[src/rtl/serial_adder_pkg.sv]
// Shared types and constants for the bit-serial adder/subtractor controller.
package serial_adder_pkg;

  localparam int DEFAULT_WIDTH = 8;

  typedef enum logic [1:0] {
    IDLE = 2'd0,
    RUN  = 2'd1,
    DONE = 2'd2
  } state_t;

endpackage

[src/rtl/serial_adder_ctrl_if.sv]
// Request/result handshake bundle between a requester and serial_adder_ctrl.
interface serial_adder_ctrl_if #(
  parameter int WIDTH = serial_adder_pkg::DEFAULT_WIDTH
);
  logic             start_valid;
  logic             start_ready;
  logic [WIDTH-1:0] a;
  logic [WIDTH-1:0] b;
  logic             sub;
  logic             res_valid;
  logic             res_ready;
  logic [WIDTH-1:0] sum;
  logic             carry_out;
  logic             overflow;
  logic             busy;

  modport master (
    output start_valid, a, b, sub, res_ready,
    input  start_ready, res_valid, sum, carry_out, overflow, busy
  );

  modport slave (
    input  start_valid, a, b, sub, res_ready,
    output start_ready, res_valid, sum, carry_out, overflow, busy
  );
endinterface

[src/rtl/full_adder.sv]
// Single-bit full adder; the only arithmetic element of the serial datapath.
module full_adder (
  input  logic a,
  input  logic b,
  input  logic cin,
  output logic s,
  output logic cout
);
  assign s    = a ^ b ^ cin;
  assign cout = (a & b) | (cin & (a ^ b));
endmodule

[src/rtl/serial_adder_ctrl.sv]
// Bit-serial add/subtract controller: one full adder, LSB first, WIDTH cycles per op.
//   state | meaning
//   IDLE  | ready for a new operation
//   RUN   | shifting one bit per cycle through the full adder
//   DONE  | result held until the consumer accepts it
module serial_adder_ctrl
  import serial_adder_pkg::*;
#(
  parameter int WIDTH = DEFAULT_WIDTH
) (
  input logic                clk,
  input logic                rst,
  serial_adder_ctrl_if.slave bus
);

  localparam int CNT_W = $clog2(WIDTH) + 1;
  localparam logic [CNT_W-1:0] LAST_BIT = CNT_W'(WIDTH - 1);

  state_t           state_q, state_d;
  logic [WIDTH-1:0] op_a_q, op_b_q, result_q;
  logic             carry_q, msb_carry_q;
  logic [CNT_W-1:0] cnt_q;
  logic             fa_s, fa_c;
  logic             accept, last_bit;

  full_adder u_fa (
    .a   (op_a_q[0]),
    .b   (op_b_q[0]),
    .cin (carry_q),
    .s   (fa_s),
    .cout(fa_c)
  );

  assign accept   = (state_q == IDLE) && bus.start_valid;
  assign last_bit = (cnt_q == LAST_BIT);

  always_ff @(posedge clk or posedge rst) begin
    if (rst) begin
      state_q <= IDLE;
    end else begin
      state_q <= state_d;
    end
  end

  always_comb begin
    state_d = state_q;
    case (state_q)
      IDLE:    if (bus.start_valid) state_d = RUN;
      RUN:     if (last_bit) state_d = DONE;
      DONE:    if (bus.res_ready) state_d = IDLE;
      default: state_d = IDLE;
    endcase
  end

  // Subtraction is a + ~b + 1: invert b on load and seed the carry with sub.
  always_ff @(posedge clk or posedge rst) begin
    if (rst) begin
      op_a_q      <= '0;
      op_b_q      <= '0;
      result_q    <= '0;
      carry_q     <= 1'b0;
      msb_carry_q <= 1'b0;
      cnt_q       <= '0;
    end else if (accept) begin
      op_a_q   <= bus.a;
      op_b_q   <= bus.sub ? ~bus.b : bus.b;
      carry_q  <= bus.sub;
      cnt_q    <= '0;
      result_q <= '0;
    end else if (state_q == RUN) begin
      result_q <= {fa_s, result_q[WIDTH-1:1]};
      op_a_q   <= op_a_q >> 1;
      op_b_q   <= op_b_q >> 1;
      carry_q  <= fa_c;
      cnt_q    <= cnt_q + 1'b1;
      if (last_bit) msb_carry_q <= carry_q;
    end
  end

  always_comb begin
    bus.start_ready = (state_q == IDLE);
    bus.busy        = (state_q != IDLE);
    bus.res_valid   = (state_q == DONE);
    bus.sum         = '0;
    bus.carry_out   = 1'b0;
    bus.overflow    = 1'b0;
    if (state_q == DONE) begin
      bus.sum       = result_q;
      bus.carry_out = carry_q;
      bus.overflow  = msb_carry_q ^ carry_q;
    end
  end

endmodule

[src/flat_wrapper.sv]
// flat-port wrapper written by rule: the top's interface ports become plain ports
module serial_adder_ctrl_flat import serial_adder_pkg::*;
#(
  parameter int WIDTH = DEFAULT_WIDTH
)
  (clk, rst, bus_start_valid, bus_a, bus_b, bus_sub, bus_res_ready, bus_start_ready, bus_res_valid, bus_sum, bus_carry_out, bus_overflow, bus_busy);
  serial_adder_ctrl_if #(.WIDTH(WIDTH)) bus_i ();
  input logic clk;
  input logic rst;
  input wire logic [$bits(bus_i.start_valid)-1:0] bus_start_valid;
  input wire logic [$bits(bus_i.a)-1:0] bus_a;
  input wire logic [$bits(bus_i.b)-1:0] bus_b;
  input wire logic [$bits(bus_i.sub)-1:0] bus_sub;
  input wire logic [$bits(bus_i.res_ready)-1:0] bus_res_ready;
  output wire logic [$bits(bus_i.start_ready)-1:0] bus_start_ready;
  output wire logic [$bits(bus_i.res_valid)-1:0] bus_res_valid;
  output wire logic [$bits(bus_i.sum)-1:0] bus_sum;
  output wire logic [$bits(bus_i.carry_out)-1:0] bus_carry_out;
  output wire logic [$bits(bus_i.overflow)-1:0] bus_overflow;
  output wire logic [$bits(bus_i.busy)-1:0] bus_busy;
  assign bus_i.start_valid = bus_start_valid;
  assign bus_i.a = bus_a;
  assign bus_i.b = bus_b;
  assign bus_i.sub = bus_sub;
  assign bus_i.res_ready = bus_res_ready;
  assign bus_start_ready = bus_i.start_ready;
  assign bus_res_valid = bus_i.res_valid;
  assign bus_sum = bus_i.sum;
  assign bus_carry_out = bus_i.carry_out;
  assign bus_overflow = bus_i.overflow;
  assign bus_busy = bus_i.busy;
  serial_adder_ctrl #(.WIDTH(WIDTH)) u_core (.clk(clk), .rst(rst), .bus(bus_i));
endmodule
[config.mk]
export PLATFORM = sky130hd
export DESIGN_NAME = serial_adder_ctrl_flat
export DESIGN_NICKNAME = d
export VERILOG_FILES = /design/src/rtl/serial_adder_pkg.sv /design/src/rtl/serial_adder_ctrl_if.sv /design/src/rtl/full_adder.sv /design/src/rtl/serial_adder_ctrl.sv /design/src/flat_wrapper.sv
export SDC_FILE = /design/constraint.sdc
export NUM_CORES = 1
export LEC_CHECK = 0
export CORE_ASPECT_RATIO = 1.2
export CORE_UTILIZATION = 45
export DETAILED_ROUTE_END_ITERATION = 7
export PLACE_DENSITY = 0.82
export SYNTH_ARGS = -nofsm -noshare
export SYNTH_HDL_FRONTEND = slang
export SYNTH_SLANG_ARGS = --single-unit
[constraint.sdc]
create_clock -name clk -period 1.35 [get_ports clk]
set_input_delay 0.405 -clock clk [delete_from_list [all_inputs] [get_ports clk]]
set_output_delay 0.405 -clock clk [all_outputs]
set_load 0.005 [all_outputs]
# After elaboration in Yosys (flattened, before gate mapping)
# Index checks and enable logic that the tools add are counted.
# op_classes
n_addsub,1
n_eq_ne,6
muxes,18
bitwise_logic,8
n_reduce_logical,6
# ops
operator,n
8-bit two-way mux,8
4-bit two-way mux,2
8-bit NOT,1
2-bit two-way mux,3
2-bit case mux with 3 select lines,1
3-bit AND reduction,2
4-bit by 1-bit adder with 4-bit output (second input constant),1
4-bit by 3-bit == test with 1-bit output (second input constant),1
1-bit two-way mux,4
2-bit inequality test (second input constant),2
2-bit nonzero test,2
1-bit bitwise XOR,3
1-bit bitwise AND,2
2-bit by 1-bit == test with 1-bit output (second input constant),1
2-bit == test (second input constant),1
2-bit logical NOT,1
2-bit by 1-bit inequality test with 1-bit output (second input constant),1
1-bit logical AND,1
1-bit NOT,1
1-bit OR,1
# totals
ff_bits,32
in_bits,21
out_inout_bits,13
wordCells,46

# Longest topological paths before layout
# Gate-level depths: netlist (run 1).
# depth
depth_word,5
ltp_mapped,5
ltp_nobuf,4

# Hierarchy
# From an unflattened synthesis (run 1), not the netlist that was laid out.
# hier_totals
hier_cells,166
hier_area_um2,1569.0
# by_module_without_submodules
mod,n_inst,cells_per_inst,area_per_inst_um2
serial_adder_ctrl,1,165,1549.0
full_adder,1,1,20.0

# Worst setup path before layout (run 1)
# Ideal clock, no wire load.
# synth_path
kind,register -> register
startpoint,register u_core.state_q[0]
endpoint,register u_core.result_q[1]
t_arrival_ns,1.181
setup_slack_ns,0.052
path_stages_with_launch,6
path_buffers,2
period_less_slack_ns,1.298
cell_sequence,dfrtp_1 or3b_1 buf_6 buf_6 nand3_1 nand2_1
# synth_between
elab_chain_cells,3
# synth_lines
element,line,text
start: declaration,serial_adder_ctrl.sv:19,"state_t state_q, state_d;"
start signal: assignment,serial_adder_ctrl.sv:41,state_q <= state_d;
2-bit logical NOT,serial_adder_ctrl.sv:34,assign accept = (state_q == IDLE) && bus.start_valid;
1-bit logical AND,serial_adder_ctrl.sv:34,
8-bit two-way mux / 2-bit nonzero test (equally long branches),-,
end signal: assignment,serial_adder_ctrl.sv:71,"result_q <= {fa_s, result_q[WIDTH-1:1]};"
end: declaration,serial_adder_ctrl.sv:20,"logic [WIDTH-1:0] op_a_q, op_b_q, result_q;"
# Several ways; a longest one is shown, not always the timed one.
# A chain may end at the register's enable or synchronous reset.

# Worst setup path in the final report (run 1)
# layout_path
startpoint,register u_core.state_q[1]
endpoint,output bus_sum[4]
# layout_between
elab_chain_cells,2
# layout_lines
element,line,text
2-bit == test,serial_adder_ctrl.sv:87,if (state_q == DONE) begin
8-bit two-way mux,serial_adder_ctrl.sv:87,
end: declaration,flat_wrapper.sv:17,output wire logic [$bits(bus_i.sum)-1:0] bus_sum;
# Every way passes these cells.

==> metrics, run 1 <==
status=finished with violations; failing checks=setup timing; ys flop type=dfrtp_1; Pre-Repair DR Iteration Count=4; H-tree Lvls=2; power after layout=approximately 5.5 mW; max-slew violation count=0; drt total wl=4600 µm; fmax=just under 600 MHz; Synth async-reset ratio=100%; CP Max Fanout=4; global route overflow=0; Hold-fix buffers, CTS=0; Critical Path Start=u_core.state_q[1]$_DFFE_PP0P_; vias in the first global route=about 1,500; final hold vios=0; Starting Density=47.2%; Place WS=-430 ps; layout overhead on the synthesized area=71.9%; CORE AREA=around 3300 µm²; cell row count=23; R2R Path End=u_core.op_b_q[3]$_DFFE_PP0P_; global-route usage over all layers=roughly 26%; Compound-Gate Fraction of Synth Area=10.1%; Max Cap Violations=0; mux cell area share after synthesis=1.35%; Setup WS post-layout=-364 ps; Placed Cells=255; Clk Tree Root Cell=clkbuf_8; IO Port Bufs=33; Netlist Area Pre-Place=1580 µm²; CTS tree=built; most common cell after layout, fill and taps aside=nand2_1; Worst Path Required=950 ps; most frequent cells in the layout=41 x nand2_1, 32 x dfrtp_1, 25 x buf_6, 23 x buf_4, 20 x clkdlybuf4s50_1; Critical Path Start Type=flip-flop; initial antenna violation count=0; largest net degree at the start of global routing=33; clock tree buffer depth=2; RSZ-0062 raised after global routing=yes; largest family of logic cells by synthesized area=simple AND/OR/NAND/NOR gates; Final nets=267; synthesized flop and latch total=32; GP Congestion=0.730; first-pass GRT wire length=7230 µm; vias per inst=5.38; worst slew pin tran=300 ps; hold slack final=448 ps; ant diodes=0; worst reg2reg setup slack=-260 ps; Setup Skew=11.6 ps; final setup fails=44; I/O pins=34; Synth warnings=0; Setup crit end kind=output port; WS Path Type=reg2out; DRC Markers=0; cell leakage power=1.28 nW; Die W=about 56 µm; worst skew pair latency=290 ps; routed len/inst=16.3 µm; adder-cell share of the synthesized area=under 10%; die area=~3700 µm²; max_slew headroom=79.9%; average cell area after synthesis=about 9.4 µm²; crit path time final=1710 ps; Worst R2R Start=u_core.state_q[1]$_DFFE_PP0P_; Final ANT Viol Nets=0; Final Cycle Share=127%; Iteration-0 DRC Markers=69; CP arrival=1310 ps; clk sinks=32; Clock Pin Slew Worst Setup and Hold Paths=70 ps; non-filler cells, final=282; share of cells above drive strength 1=between 50% and 60%; Synth Net Count=191; Netlist cell types=33; total CTS buffers=5; XOR/XNOR Fraction of Synth Area=under 10%; IR drop worst, VDD=1440 µV; PD cells=2020 nW/µm²; DP HPWL=2260 µm; Post-synth EDFFs=0; simple-gate share of the synthesized area=between 20% and 30%; Vias=1,518; post-synthesis sequential area ratio=between 50 and 60%; Worst Hold Class=in2async; worst-case reg-to-reg path depth=8; Fin Setup TNS=-9360 ps; Post-Syn Instances=168; height of the chip=66.8 µm
power breakdown:
| part | internal (mW) | switching [mW] | leakage, nW |
|---|---|---|---|
| Sequential | 1.38 | 0.310 | 0.406 |
| Combinational | 1.59 | 1.44 | 0.831 |
| Clock | 0.415 | 0.344 | 0.0455 |
| Total | 3.39 | 2.09 | 1.28 |
cell families (layout without fill, tap and decap cells):
family	after synthesis	after routing
compound gates	23	23
fa+ha+maj	2	2
mux	2	2
simple gates	87	87
xor+xnor	9	9
flops	32	32
buf+inv	13	90
critical path: stages, from the launching register on:
cell and delay [ps]:
dfrtp_1 420, nand2b_4 110, clkinvlp_4 110, buf_6 130
and2_4 130, buf_6 110
final cells by class:
class	count	area, µm²
Multi-Input combinational cell	123	945
Timing Repair Buffer	78	802
Sequential cell	32	801
Fill cell	200	631
Clock buffer	8	90.1
Tap cell	37	46.3
Inverter	3	16.3
Timing Repair inverter	1	7.51
flip-flops by register name (all words and copies together), names as in the netlist:
signal,count
u_core.cnt_q,4
u_core.op_b_q,8
u_core.result_q,8
u_core.msb_carry_q,1
u_core.state_q,2
u_core.op_a_q,8
u_core.carry_q,1
routing by layer:
layer,track usage [%],vias to the layer above,wire (µm)
met5,0,-,0
met4,11.6,0,53
met3,3.88,6,191
met2,46.3,55,2530
met1,30.5,752,1820
li1,-,705,-
cell usage after synthesis, types with 2 or more instances:
library cell,n,share of area [%]
buf_6,2,1.4
nand2_1,51,12
dfrtp_1,32,51
nand3_1,10,3.2
xor2_1,6,3.3
buf_2,4,1.3
inv_1,3,0.71
nand2b_1,2,0.79
clkbuf_1,2,0.48
o21ai_0,4,1.3
xnor2_1,3,1.7
and2_1,9,3.6
a22oi_1,8,3.8
nor2_1,8,1.9
a31oi_1,6,2.4
repair_timing:
action / in CTS / in global routing
buffers inserted: 10 / 4
pin swaps: 42 / 6
gates resized for setup: 127 / 23
gates cloned: 5 / 1
setup endpoints to repair: 44 / 44
per-stage QoR:
stage                     utilization, %  cell area [µm²]
final                               81.1             2710
after floorplan                        -             1580
after global routing                81.1             2710
after CTS                           77.4             2580
after global placement              63.1             2110
after detailed placement            63.1             2110
worst max path at each step:
stage / to / slack (ps) / depth (start not counted)
after floorplan: u_core.result_q[1]$_DFFE_PP0P_ / 50 / 5
after global placement: bus_sum[3] / -390 / 4
after detailed placement: bus_sum[3] / -430 / 4
after CTS: bus_sum[4] / -340 / 5
after global routing: bus_sum[4] / -430 / 5
final: bus_sum[4] / -360 / 5
Note: power is estimated with default switching activity, not from simulation.
==> run 2: changes to the inputs <==
--- a/config.mk
+++ b/config.mk
@@ -5,6 +5,7 @@
 export SDC_FILE = /design/constraint.sdc
 export NUM_CORES = 1
 export LEC_CHECK = 0
+export ABC_CLOCK_PERIOD_IN_PS = 1350
 export CORE_ASPECT_RATIO = 1.2
 export CORE_UTILIZATION = 45
 export DETAILED_ROUTE_END_ITERATION = 7
==> results of run 2 <==
The final DEF is identical to that of run 1; final timing and power are the same.
